`src/rtl/uart_pkg.sv`:
```
// Shared UART definitions: receiver FSM states, divider width and
// frame-size constants used by the UART receive blocks.
package uart_pkg;

  localparam int BAUD_W       = 16;
  localparam int DATA_W_DEF   = 8;
  localparam int BAUD_DIV_MIN = 3;

  typedef enum logic [2:0] {
    RX_IDLE,
    RX_START,
    RX_DATA,
    RX_PARITY,
    RX_STOP
  } rx_state_e;

  // Mid-bit sample point for a bit period of div+1 cycles.
  function automatic logic [BAUD_W-1:0] sample_pt(input logic [BAUD_W-1:0] div);
    return div >> 1;
  endfunction

endpackage

```
`src/rtl/uart_rx_sync.sv`:
```
// Two-flop synchronizer for an asynchronous, idle-high serial line, plus a
// falling-edge strobe on the synchronized value.
module uart_rx_sync (
  input  logic sys_clk,
  input  logic sys_rstn,
  input  logic din,
  output logic dout,
  output logic fall
);

  logic meta_q, sync_q, prev_q;

  // All flops reset high so a released reset never looks like a falling edge.
  always_ff @(posedge sys_clk or negedge sys_rstn) begin
    if (!sys_rstn) begin
      meta_q <= 1'b1;
      sync_q <= 1'b1;
      prev_q <= 1'b1;
    end else begin
      meta_q <= din;
      sync_q <= meta_q;
      prev_q <= sync_q;
    end
  end

  assign dout = sync_q;
  assign fall = prev_q & ~sync_q;

endmodule

```
`src/rtl/uart_rx_frame.sv`:
```
// UART frame receiver: start/data/parity/stop sequencing with a one-entry
// receive buffer and sticky parity, framing and overrun flags.
module uart_rx_frame
  import uart_pkg::*;
#(
  parameter int DATA_W = DATA_W_DEF
) (
  input  logic              sys_clk,
  input  logic              sys_rstn,
  input  logic              uart_rx,
  input  logic              rx_en,
  input  logic [BAUD_W-1:0] baud_div,
  input  logic              parity_en,
  input  logic              parity_odd,
  input  logic              rx_rd,
  input  logic              err_clr,
  output logic [DATA_W-1:0] rx_data,
  output logic              rx_valid,
  output logic              rx_perr,
  output logic              rx_ferr,
  output logic              rx_ovf,
  output logic              rx_int
);

  localparam int              NB_W     = $clog2(DATA_W + 1);
  localparam logic [NB_W-1:0] LAST_BIT = NB_W'(DATA_W);

  logic rxs, rx_fall;

  uart_rx_sync u_sync (
    .sys_clk  (sys_clk),
    .sys_rstn (sys_rstn),
    .din      (uart_rx),
    .dout     (rxs),
    .fall     (rx_fall)
  );

  rx_state_e         state_q;
  logic [BAUD_W-1:0] cnt_q, div_q;
  logic [NB_W-1:0]   nbit_q;
  logic [DATA_W-1:0] shift_q;
  logic              perr_pend_q;

  logic at_smp, at_bnd, done;
  logic perr_evt, ferr_evt, ovf_evt;

  assign at_smp = (cnt_q == sample_pt(div_q));
  assign at_bnd = (cnt_q == div_q);

  // The stop sample completes the frame; the buffer updates on this edge.
  assign done     = rx_en && (state_q == RX_STOP) && at_smp;
  assign ferr_evt = done && !rxs;
  assign perr_evt = done && perr_pend_q;

  always_ff @(posedge sys_clk or negedge sys_rstn) begin
    if (!sys_rstn) begin
      state_q     <= RX_IDLE;
      cnt_q       <= '0;
      div_q       <= '0;
      nbit_q      <= '0;
      shift_q     <= '0;
      perr_pend_q <= 1'b0;
    end else if (!rx_en) begin
      state_q <= RX_IDLE;
      cnt_q   <= '0;
    end else begin
      cnt_q <= at_bnd ? '0 : cnt_q + BAUD_W'(1);
      case (state_q)
        RX_IDLE: begin
          cnt_q <= '0;
          if (rx_fall) begin
            state_q     <= RX_START;
            div_q       <= baud_div;
            nbit_q      <= '0;
            perr_pend_q <= 1'b0;
          end
        end
        RX_START: begin
          if (at_smp && rxs)
            state_q <= RX_IDLE;
          else if (at_bnd)
            state_q <= RX_DATA;
        end
        RX_DATA: begin
          if (at_smp) begin
            shift_q <= {rxs, shift_q[DATA_W-1:1]};
            nbit_q  <= nbit_q + NB_W'(1);
          end
          if (at_bnd && nbit_q == LAST_BIT)
            state_q <= parity_en ? RX_PARITY : RX_STOP;
        end
        RX_PARITY: begin
          // Received bit must equal XOR of data, inverted for odd parity.
          if (at_smp)
            perr_pend_q <= rxs ^ (^shift_q) ^ parity_odd;
          if (at_bnd)
            state_q <= RX_STOP;
        end
        RX_STOP: begin
          if (at_smp)
            state_q <= RX_IDLE;
        end
        default: state_q <= RX_IDLE;
      endcase
    end
  end

  logic [DATA_W-1:0] rxbuf_q, rxbuf_d;
  logic              valid_q, valid_d;
  logic              perr_q, perr_d;
  logic              ferr_q, ferr_d;
  logic              ovf_q, ovf_d;

  assign ovf_evt = done && valid_q && !rx_rd;

  // Error events win over a simultaneous clear.
  always_comb begin
    rxbuf_d = rxbuf_q;
    valid_d = valid_q;
    if (done) begin
      rxbuf_d = shift_q;
      valid_d = 1'b1;
    end else if (rx_rd) begin
      valid_d = 1'b0;
    end
    perr_d = (perr_q & ~err_clr) | perr_evt;
    ferr_d = (ferr_q & ~err_clr) | ferr_evt;
    ovf_d  = (ovf_q  & ~err_clr) | ovf_evt;
  end

  always_ff @(posedge sys_clk or negedge sys_rstn) begin
    if (!sys_rstn) begin
      rxbuf_q <= '0;
      valid_q <= 1'b0;
      perr_q  <= 1'b0;
      ferr_q  <= 1'b0;
      ovf_q   <= 1'b0;
    end else begin
      rxbuf_q <= rxbuf_d;
      valid_q <= valid_d;
      perr_q  <= perr_d;
      ferr_q  <= ferr_d;
      ovf_q   <= ovf_d;
    end
  end

  assign rx_data  = rxbuf_q;
  assign rx_valid = valid_q;
  assign rx_perr  = perr_q;
  assign rx_ferr  = ferr_q;
  assign rx_ovf   = ovf_q;
  assign rx_int   = valid_q | perr_q | ferr_q | ovf_q;

endmodule

```
`config.mk`:
```
export PLATFORM = sky130hd
export DESIGN_NAME = uart_rx_frame
export DESIGN_NICKNAME = d
export VERILOG_FILES = /design/src/rtl/uart_pkg.sv /design/src/rtl/uart_rx_sync.sv /design/src/rtl/uart_rx_frame.sv
export SDC_FILE = /design/constraint.sdc
export NUM_CORES = 1
export LEC_CHECK = 0
export BUFFER_PORTS_ARGS = -buffer_cell sky130_fd_sc_hd__buf_2
export CORE_UTILIZATION = 23
export DETAILED_ROUTE_END_ITERATION = 10
export PLACE_DENSITY = 0.49
export SYNTH_ARGS = -nofsm -noshare
export SYNTH_HDL_FRONTEND = slang
export SYNTH_SLANG_ARGS = --single-unit
```
`constraint.sdc`:
```
create_clock -name sys_clk -period 2.4 [get_ports sys_clk]
set_input_delay 0.48 -clock sys_clk [delete_from_list [all_inputs] [get_ports sys_clk]]
set_output_delay 0.48 -clock sys_clk [all_outputs]
set_load 0.005 [all_outputs]
```
==> impl_metrics.tcl <==
set metrics [dict create \
    status "completed" \
    cts_tree "built" \
    cts-resized-gates 0 \
    io_buffers 36 \
    synth_mux_area_frac 0.129 \
    syn_inst 283 \
    dpl.hpwl_mm 4.86 \
    fp.dieArea_mm2 0.0144 \
    synth_warnings 0 \
    timing.fmax_ghz 0.445 \
    nets 356 \
    maxSlewViolCount 0 \
    place_area_mm2 0.00366 \
    drtPass1Iterations 4 \
    syn_area_per_cell_um2 11.3 \
    worstPathMaxFanout 6 \
    vdd_drop_max_mv 0.330 \
    multi_input_area_mm2 0.00152 \
    root_buffer "clkbuf_16" \
    setup_viol 0 \
    synth_top_family_by_area "XOR/XNOR gates" \
    cp.arrival_ns 2.46 \
    total_leakage_power_nw 1.81 \
    yosys.area_share.simple 0.135 \
    maxCapViolCount 0 \
    wl_per_cell_um 12.9 \
    fin_crit_ns 2.25 \
    htreeDepth 3 \
    worst-path-buf-inv 1 \
    slew_headroom 0.625 \
    clockBufferDepth 2 \
    place_congestion 0.774 \
    r2r_start "div_q[4]" \
    layout-drive-gt1-share 0.308 \
    critical_path.endpoint_type "flip-flop" \
    post_cts.repair.setup_buffers 0 \
    synth_nets 310 \
    cp-startpoint "div_q[4]" \
    synth.distinct_cells 40 \
    wirelength_mm 6.59 \
    yosys.area_share.xor_xnor 0.147 \
    fp-row-count 42 \
    rsz0062_at_grt "no" \
    cpMostUsedCell "mux2_2" \
    grt_max_degree 42 \
    ys_ff_latch 63 \
    antenna_found_initial 0 \
    clkTransAtPathRegs_ns 0.05 \
    synth_fa_ha_area_frac 0.0117 \
    area_growth_pct 22.6 \
    min_path_type "in2async" \
    antenna_cells 0 \
    track_usage 0.104 \
    cpMaxStageDelayCell "or4_4" \
    nFillCells 1397 \
    cts_inserted_buffers 9 \
    rr_worst_depth 7 \
    dieHeight_um 120 \
    tns_ns 0 \
    fin_crit_sh 0.937 \
    hold_viol_final 0 \
    cts.hold.buffers_added 0 \
    grt_overflow 0 \
    power.density_mw_per_mm2 887 \
    initial_core_util 0.239 \
    cpLargestDelayFamily "simple AND/OR/NAND/NOR gates" \
    io_pins 37 \
    viasPerCell 4.20 \
    drc 0 \
    register_area_mm2 0.00158 \
    fin_area_mm2 0.00393 \
    ant_nets 0 \
    cp.required_ns 2.61 \
    worstSetupStartpointType "flip-flop" \
    grt_pass1_wl_mm 11.4 \
    fin_worst_skew_ns 0.00674 \
    synth_compound_gate_area_share 0.0472 \
    clock_latency_ns 0.33 \
    grt_pass1_vias 2269 \
    ys_seq_area_frac 0.493 \
    ff2ff_setup_slack_ns 0.15 \
    drt_iter0_markers 60 \
    timing.rr.end "state_q[2]" \
    crit_type "reg2reg" \
    tightest_slew_ns 0.562 \
    floorplan.core_area_mm2 0.0134 \
    path_cells "xor2_1 -> or4_4 -> nor4_4 -> buf_4 -> mux2_2 -> o21ai_0 -> mux2_2" \
    num_vias 2140 \
    die_w_um 120 \
    cts.sinks 63 \
    cpPeakStageDelay_ns 0.52 \
    syn_area_mm2 0.00321 \
]
==> cells by family after synthesis <==
| group | count (synthesis) |
|---|---|
| adder cells (fa/ha/maj) | 3 |
| buffers and inverters | 24 |
| flip-flops | 63 |
| multiplexers | 35 |
| AO/OA/AOI/OAI | 24 |
| AND/OR/NAND/NOR | 80 |
| XOR/XNOR | 54 |
==> state kept, by name, indices dropped and copies added (netlist names), 3 cells and up <==
name	count
cnt_q	16
div_q	16
rx_data	8
shift_q	8
nbit_q	4
state_q	3
==> where the power goes <==
group          internal [mW]  switching [mW]
logic                  0.438           0.400
registers               1.24           0.229
clock network          0.753           0.423
==> cell type report <==
class,instances,area share
Clock buffer,15,0.0681
Clock inverter,1,0.00127
Inverter,10,0.00955
Multi-Input combinational cell,196,0.386
Sequential cell,63,0.402
Tap cell,176,0.0560
Timing Repair Buffer,49,0.0770
==> per-layer routing <==
metal,GRT usage,vias to the layer above,share of wire
li1,-,1055,-
met1,0.138,1036,0.49
met4,0.0516,0,0.019
met2,0.156,41,0.46
met3,0.0261,8,0.035
met5,0,-,0
==> layout by cell type, fill, tap and decap left out, types with 2 or more instances in the layout <==
cell type,n
nor2_1,25
clkbuf_16,9
mux2_2,28
xor2_1,28
mux2_4,6
dfrtp_1,60
nand4_1,7
nor4_1,4
nand3_1,7
ha_1,3
clkbuf_8,2
and3_1,5
a21oi_1,3
o22ai_1,4
nand2b_1,3
and2_1,2
buf_12,2
dfstp_2,3
buf_2,36
nand2_1,15
buf_4,11
o21ai_0,9
xnor2_1,26
clkbuf_1,4
nor2b_1,4
inv_1,10
nor3b_1,2
==> stage by stage <==
stage	power [mW]	worst slack [ns]	instances	hold slack [ns]	util
CTS	3.54	0.124	510	0.150	0.293
floorplan	2.06	0.271	283	0.184	-
global placement	2.34	0.185	494	0.349	0.273
detailed placement	2.34	0.151	494	0.350	0.273
global route	3.72	0.0555	510	0.164	0.293
finish	3.49	0.151	510	0.148	0.293
==> worst max-delay path by stage <==
stage                     slack, ns  cells past startpoint    endpoint
after floorplan                0.27                      8  rx_data[2]
after global placement         0.19                      7  state_q[2]
after detailed placement       0.15                      7  state_q[2]
after CTS                      0.12                      7  state_q[2]
after global routing           0.06                      7  state_q[2]
final                          0.15                      7  state_q[2]
==> synthesized netlist by cell type <==
cell      count  area share
a32o_1        1      0.0031
mux2_4        6       0.028
o22ai_1       4      0.0078
o21ai_0       9       0.014
mux2_2       28       0.098
a31o_2        1      0.0027
inv_1        10       0.012
nor2b_1       4      0.0078
a41o_1        1      0.0031
and3_1        5      0.0098
nand4_4       1      0.0066
clkbuf_1      8      0.0094
buf_2         2      0.0031
nand3b_1      1      0.0023
xnor2_1      26       0.071
nor4_1        4      0.0078
buf_6         3       0.011
ha_1          3       0.012
nor4_4        1      0.0066
o21a_1        1      0.0023
or4_4         1      0.0035
o311ai_1      1      0.0027
a21oi_1       3      0.0047
nor3b_1       2      0.0047
and4_1        1      0.0027
a211oi_1      1      0.0023
nand3_1       7       0.011
o21ai_1       1      0.0016
mux2i_1       1      0.0031
a22o_1        1      0.0027
nand2_1      15       0.018
nand4_1       7       0.014
and2_1        2      0.0039
nand2b_1      3      0.0059
or4_1         1      0.0023
dfstp_2       3       0.025
dfrtp_1      60        0.47
xor2_1       28       0.076
clkbuf_2      1      0.0016
nor2_1       25       0.029
Note: power is estimated with default switching activity, not from simulation.
